$ cat src/rtl/fetch_pkg.sv
// fetch_pkg: shared types for the instruction fetch slice.
// Imported by the prefetch FIFO and the fetch unit.
package fetch_pkg;

  localparam int PC_W    = 25;
  localparam int INSTR_W = 32;

  typedef enum logic [1:0] {
    IDLE,
    WAIT_BUSY,
    WAIT_DONE
  } fetch_state_t;

  typedef struct packed {
    logic [INSTR_W-1:0] instr;
    logic [PC_W-1:0]    pc;
  } fetch_entry_t;

  function automatic logic [PC_W-1:0] align_pc(
    input logic [PC_W-1:0] pc
  );
    return {pc[PC_W-1:2], 2'b00};
  endfunction

endpackage

$ cat src/rtl/fetch_fifo.sv
// fetch_fifo: prefetch queue of {instr, pc} entries.
// Head is presented straight from storage registers.
module fetch_fifo
  import fetch_pkg::*;
#(
  parameter int DEPTH = 2,
  localparam int PW = $clog2(DEPTH),
  localparam int CW = PW + 1
) (
  input  logic         clk,
  input  logic         rst_n,
  input  logic         flush,
  input  logic         push,
  input  fetch_entry_t push_data,
  input  logic         pop,
  output logic [CW-1:0] count,
  output logic         head_valid,
  output fetch_entry_t head_data
);

  fetch_entry_t  mem [DEPTH];
  logic [PW-1:0] rd_ptr;
  logic [PW-1:0] wr_ptr;
  logic [CW-1:0] cnt;
  logic          do_pop;
  logic          do_push;

  assign do_pop  = pop && (cnt != '0);
  assign do_push = push && ((cnt != CW'(DEPTH)) || do_pop);

  // Storage, pointers and occupancy; flush empties the queue outright.
  always_ff @(posedge clk) begin
    if (!rst_n) begin
      rd_ptr <= '0;
      wr_ptr <= '0;
      cnt    <= '0;
      for (int i = 0; i < DEPTH; i++) begin
        mem[i] <= '0;
      end
    end else if (flush) begin
      rd_ptr <= '0;
      wr_ptr <= '0;
      cnt    <= '0;
    end else begin
      if (do_push) begin
        mem[wr_ptr] <= push_data;
        wr_ptr      <= wr_ptr + PW'(1);
      end
      if (do_pop) begin
        rd_ptr <= rd_ptr + PW'(1);
      end
      cnt <= cnt + CW'(do_push) - CW'(do_pop);
    end
  end

  assign count      = cnt;
  assign head_valid = (cnt != '0);
  assign head_data  = mem[rd_ptr];

endmodule

$ cat src/rtl/instr_fetch.sv
// instr_fetch: PC owner issuing single-word reads to the SDRAM
// instruction port and queueing results for decode.
module instr_fetch
  import fetch_pkg::*;
#(
  parameter logic [PC_W-1:0] RESET_PC = 25'h0000000,
  parameter int FIFO_DEPTH = 2
) (
  input  logic               clk,
  input  logic               rst_n,
  input  logic               redirect_valid,
  input  logic [PC_W-1:0]    redirect_pc,
  output logic               mem_enable,
  input  logic               mem_valid,
  output logic [PC_W-1:0]    mem_addr,
  input  logic [INSTR_W-1:0] mem_result,
  output logic               out_valid,
  input  logic               out_ready,
  output logic [INSTR_W-1:0] out_instr,
  output logic [PC_W-1:0]    out_pc
);

  localparam int CW = $clog2(FIFO_DEPTH) + 1;

  fetch_state_t    state;
  fetch_state_t    state_n;
  logic [PC_W-1:0] fetch_pc;
  logic            stale;
  logic [CW-1:0]   fifo_count;
  logic [CW:0]     occupied;
  logic            busy;
  logic            slot_free;
  logic            issue;
  logic            done;
  logic            push;
  logic            pop;
  fetch_entry_t    push_data;
  fetch_entry_t    head;

  // An outstanding request reserves a FIFO slot for its result.
  assign busy      = (state != IDLE);
  assign occupied  = {1'b0, fifo_count} + {{CW{1'b0}}, busy};
  assign slot_free = (occupied < (CW+1)'(FIFO_DEPTH));

  assign push      = done && !stale && !redirect_valid;
  assign pop       = out_valid && out_ready;
  assign push_data = '{instr: mem_result, pc: mem_addr};

  // Request handshake sequencing.
  always_comb begin
    state_n = state;
    issue   = 1'b0;
    done    = 1'b0;
    unique case (state)
      IDLE: begin
        if (mem_valid && slot_free && !redirect_valid) begin
          issue   = 1'b1;
          state_n = WAIT_BUSY;
        end
      end
      WAIT_BUSY: begin
        if (!mem_valid) begin
          state_n = WAIT_DONE;
        end
      end
      WAIT_DONE: begin
        if (mem_valid) begin
          done    = 1'b1;
          state_n = IDLE;
        end
      end
      default: state_n = IDLE;
    endcase
  end

  // State register.
  always_ff @(posedge clk) begin
    if (!rst_n) begin
      state <= IDLE;
    end else begin
      state <= state_n;
    end
  end

  // Request outputs, PC and stale tracking for redirected requests.
  always_ff @(posedge clk) begin
    if (!rst_n) begin
      mem_enable <= 1'b0;
      mem_addr   <= RESET_PC;
      fetch_pc   <= RESET_PC;
      stale      <= 1'b0;
    end else begin
      mem_enable <= issue;
      if (issue) begin
        mem_addr <= fetch_pc;
        fetch_pc <= fetch_pc + 25'd4;
      end
      if (redirect_valid) begin
        fetch_pc <= align_pc(redirect_pc);
      end
      if (done) begin
        stale <= 1'b0;
      end else if (redirect_valid && busy) begin
        stale <= 1'b1;
      end
    end
  end

  fetch_fifo #(
    .DEPTH(FIFO_DEPTH)
  ) u_fifo (
    .clk       (clk),
    .rst_n     (rst_n),
    .flush     (redirect_valid),
    .push      (push),
    .push_data (push_data),
    .pop       (pop),
    .count     (fifo_count),
    .head_valid(out_valid),
    .head_data (head)
  );

  assign out_instr = head.instr;
  assign out_pc    = head.pc;

endmodule

$ cat config.mk
export PLATFORM = sky130hd
export DESIGN_NAME = instr_fetch
export DESIGN_NICKNAME = d
export VERILOG_FILES = /design/src/rtl/fetch_pkg.sv /design/src/rtl/fetch_fifo.sv /design/src/rtl/instr_fetch.sv
export SDC_FILE = /design/constraint.sdc
export NUM_CORES = 1
export LEC_CHECK = 0
export BUFFER_PORTS_ARGS = -buffer_cell sky130_fd_sc_hd__clkbuf_2
export CAP_MARGIN = 10
export CORE_MARGIN = 5
export CORE_UTILIZATION = 55
export DETAILED_ROUTE_END_ITERATION = 6
export PLACE_DENSITY = 0.79
export SLEW_MARGIN = 20
export SYNTH_ARGS = -nofsm -noshare
export SYNTH_HDL_FRONTEND = slang
export SYNTH_SLANG_ARGS = --single-unit
$ cat constraint.sdc
create_clock -name clk -period 7.65 [get_ports clk]
set_input_delay 0.765 -clock clk [delete_from_list [all_inputs] [get_ports clk]]
set_output_delay 0.765 -clock clk [all_outputs]
set_load 0.05 [all_outputs]
* Yosys cells after proc, flatten, opt, wreduce, memory -nomap -nowiden *
Memories as Yosys holds them, arrays and structs flattened. A register that Yosys moved wholly into a read port is not among the register bits.
Index checks and enable logic that the tools add are counted.
Widths: inputs -> output; s select.

storage, ports and cells
  register bits = 58
  bits in writable memories = 114
  input port bits = 62
  output and inout bits = 84
  word-level logic and storage cells = 63
  memories = 1

operators by class
  add/subtract/negate cells = 6
  order comparisons = 1
  eq/ne operators = 6
  mux-type cells = 20
  bitwise logic cells = 1
  reduce and logical (&&, ||, !) cells = 19

memory list
  name        depth  width  read ports  clocked after memory_dff  write ports  RTL line          source
  u_fifo.mem  2      57     1           1                         2            fetch_fifo.sv:21  fetch_entry_t mem [DEPTH];

operators by type and width
  kind                   count
  $mux 57                1
  $reduce_or 57->1       1
  $mux 25                2
  $add 25x3->25 const B  1
  $mux 1                 13
  $logic_and 1x1->1      8
  $ne 2x2->1 const B     4
  $mux 2                 3
  $pmux 2 s3             1
  $reduce_bool 2->1      3
  $reduce_or 2->1        2
  $add 2x1->3            1
  $lt 3x2->1 const B     1
  $reduce_and 3->1       1
  $add 1x1->1 const B    2
  $add 2x1->2            1
  $eq 2x1->1 const B     1
  $eq 2x2->1 const B     1
  $logic_not 1->1        2
  $logic_not 2->1        1
  $sub 2x1->2            1
  $logic_or 1x1->1       1
  $not 1->1              1

* Longest topological paths before layout *
  depth after elaboration = 11
  gate-level depth with buffers = 8
  gate-level depth less buffers = 8

* By module *
From an unflattened synthesis, not the netlist that was laid out.

unflattened totals
  cell total of the unflattened synthesis = 618
  area, all modules = 7494.7 um2

modules (own cells, without submodules)
  module       times used  cells an instance  area each (um2)  seq. area each (um2)
  fetch_fifo   1           331                5183.7           3523.4
  instr_fetch  1           287                2311.0           1001.0

* Worst setup path before layout *
OpenSTA, ideal clock, no wires.

  path kind = input-to-reg
  start = input port redirect_valid
  end = memory u_fifo.mem[0][10] (netlist bit) (enable)
  arrival = 5376 ps
  required time = 7106 ps
  setup slack = 1730 ps
  stages on the path = 4
  path buffers = 1
  cell sequence = clkbuf_1 > nor4b_1 > nand3_1 > o21ai_0

RTL lines
  element          RTL line           source
  start, declared  instr_fetch.sv:11  input logic redirect_valid,
  end, declared    fetch_fifo.sv:21

==> flow_summary.ini <==
[synthesis]
synthMuxAreaShare_pct = 8.58
yosysWarnings = 0
synthXorXnorAreaFrac_pct = 1.94
synthAdderAreaFrac_pct = 0.520
yosysTopAreaCell = edfxtp_1
synth_top_area_share_pct = 45.8
synth-seq-area-share_pct = 61.0
synth-edff-count = 110
postSynthCellCount = 598
synth-simple-area-share_pct = 17.6
syn_area_um2 = 7220
synth_compound_area_share_pct = 7.31
synthTopCellsByArea = edfxtp_1 46%, dfxtp_1 15%, and2_1 9.6%, mux2_2 8.6%, nand2_1 3.0%
synth_area_per_cell_um2 = 12.1
synth_top_flop_cell = edfxtp_1
ys_ff_latch = 165
synthDistinctLibCells = 42
async_flop_share_pct = 0
synth_top_family_by_area = simple AND/OR/NAND/NOR gates

[timing]
setup_violations = 0
slew_viol_final = 0
maxSlewHeadroom_pct = 30.5
fin_ws_ns = 4.74
fmax_ghz = 0.344
tightest_slew_ns = 1.04
hold_viol = 0
fin_crit_sh_pct = 38.0
min_period_ns = 2.91
rsz0062_at_grt = false
fin_tns_setup_ns = 0
hold_ws_ns = 0.486
clock_skew_ns = 0.00506

[setup_path]
cp_data_arrival_time_ns = 2.97
worstPathRequired_ns = 7.71
critical_path_class = input port to register
cp-start-kind = input port
crit_fanout = 35
worstSetupEndpointType = register

[clock_network]
cts.sinks = 165
path_clk_slew_ns = 0.06
cts_made_buffers = 17
worstSkewPairLatency_ns = 0.41
h-tree-depth = 4
cts-root-buf = clkbuf_16
cts.repair.resized = 0
cts_tree = done
cts_hold_buf = 0
cts_setup_buffers = 0
clock_path_buffers = 2

[power]
p_clk_share_pct = 39.2
finalPower_mw = 1.92
intPower_mw = 1.47
p_comb_share_pct = 8.5
power_density_nw_per_um2 = 223
switching_share_pct = 23.5
seq_power_share_pct = 52.3
irDropWorstVdd_mv = 0.137
p_leak_nw = 3.41
switching_power_uw = 452

[global_route]
grt_start_max_net_pins = 56
grt_pass1_vias = 4851
grt_antenna_before_repair = 0
grt_usage_pct = 18.9
grt_pass1_wl_um = 23800
grt_overflow = 0

[final_layout]
n_antenna_cell = 0
syn_to_final_growth_pct = 19.3
drive_gt1_share_pct = 31.9
fin_util_pct = 67.7
final_nets = 792

[floorplan]
die_h_um = 125
start_util_pct = 56.7
io_pins = 146
core_area_um2 = 12700
rows = 41
dieArea_um2 = 15500
fp.dieW_um = 125

[worst_hold_path]
hold_path_class = register to register

[route]
ant_nets = 0
dr.pass1.iters = 5
post_drt_wl_per_cell_um = 16.0
vias = 4817
routed_wl_um = 14600
route.detailed.drc = 0
drtIter0Drc = 333
viasPerCell = 5.28

[outcome]
status = completed

[place]
post-place-ws_ns = 4.28
detailedPlacementHpwl_um = 9750
gp_congestion = 0.782
port_buffers = 139

[job]
max_cap_violations = 0
-- critical path: stages --
cell and delay [ns]:
clkbuf_2 0.19, nor4b_1 0.44, nand3_1 0.35, o21ai_4 0.66, buf_4 0.53
-- cell type report --
type / instances / area [um^2]
clock inverters: 13 / 91.3
fillers: 960 / 4110
inverters: 10 / 37.5
clock buffers: 19 / 433
repair buffers: 146 / 781
well taps: 172 / 215
flip-flops and latches: 165 / 4410
multi-input cells: 387 / 2650
-- per-stage QoR --
stage                     instance area, um^2  std cells
final                                    8610        912
after global routing                     8610        912
after CTS                                8560        910
after detailed placement                 8040        878
after global placement                   8040        878
after floorplan                          7230        601
-- cell families after synthesis --
| family | after synthesis |
|---|---|
| buf+inv | 49 |
| fa+ha+maj | 3 |
| flops | 165 |
| compound gates | 82 |
| xor+xnor | 16 |
| other cells | 1 |
| mux | 55 |
| simple gates | 227 |
-- per-layer routing --
metal | wire, um | GRT usage, %
met5 | 0 | 0
met4 | 95 | 7.16
met3 | 830 | 4.37
met2 | 7420 | 32.5
met1 | 6230 | 23.1
-- cell usage in the layout, fill, tap and decap left out, types with 4 or more instances in the layout --
cell	n
a21boi_0	25
a21oi_1	10
a31oi_1	9
and2_1	111
buf_4	5
clkbuf_16	17
clkbuf_2	139
clkinv_1	6
conb_1	4
dfxtp_1	54
edfxtp_1	110
inv_1	9
mux2_2	55
nand2_1	57
nand3_1	8
nand4_1	8
nor2_1	7
nor3_1	6
o211a_1	4
o21ai_0	26
or3_1	8
or4_1	4
xnor2_1	14
-- power groups by stage --
stage / registers (mW) / logic, mW / clock network, mW
after floorplan: 1.03 / 0.106 / 0
after global placement: 1.02 / 0.162 / 0
final: 1.00 / 0.164 / 0.752
after global routing: 1.01 / 0.176 / 0.812
after CTS: 1.00 / 0.165 / 0.766
after detailed placement: 1.02 / 0.164 / 0
-- flip-flops by register name, summed over array words and instances (netlist names), named ones only --
| name | flops |
|---|---|
| u_fifo.mem | 110 |
| fetch_pc | 23 |
| mem_addr | 23 |
| state | 2 |
| u_fifo.count | 2 |
| mem_enable | 1 |
| stale | 1 |
| u_fifo.rd_ptr | 1 |
| u_fifo.wr_ptr | 1 |
-- worst paths after layout --
kind	from	to	slack [ns]	cells past startpoint
setup / recovery	redirect_valid	u_fifo.mem[1][16]	4.74	5
hold / removal	mem_addr[9]	mem_addr[9]	0.49	2
setup reg to reg	state[0]	u_fifo.mem[1][16]	4.88	4
hold reg to reg	mem_addr[9]	mem_addr[9]	0.49	2
-- synthesized netlist by cell type (2+ instances only) --
cell      count
a21boi_0     25
a21oi_1      10
a31oi_1       9
and2_1      111
and3_1        3
buf_2         2
buf_4         4
buf_6         2
clkbuf_1     31
dfxtp_1      55
edfxtp_1    110
ha_1          3
inv_1         9
mux2_2       55
nand2_1      57
nand2b_1      2
nand3_1       8
nand4_1       8
nor2_1        9
nor3_1        6
nor4_1        3
o211a_1       4
o21ai_0      28
o31ai_1       2
or3_1         8
or4_1         4
xnor2_1      14
xor2_1        2
No activity file was read; power rests on OpenSTA's default activity.
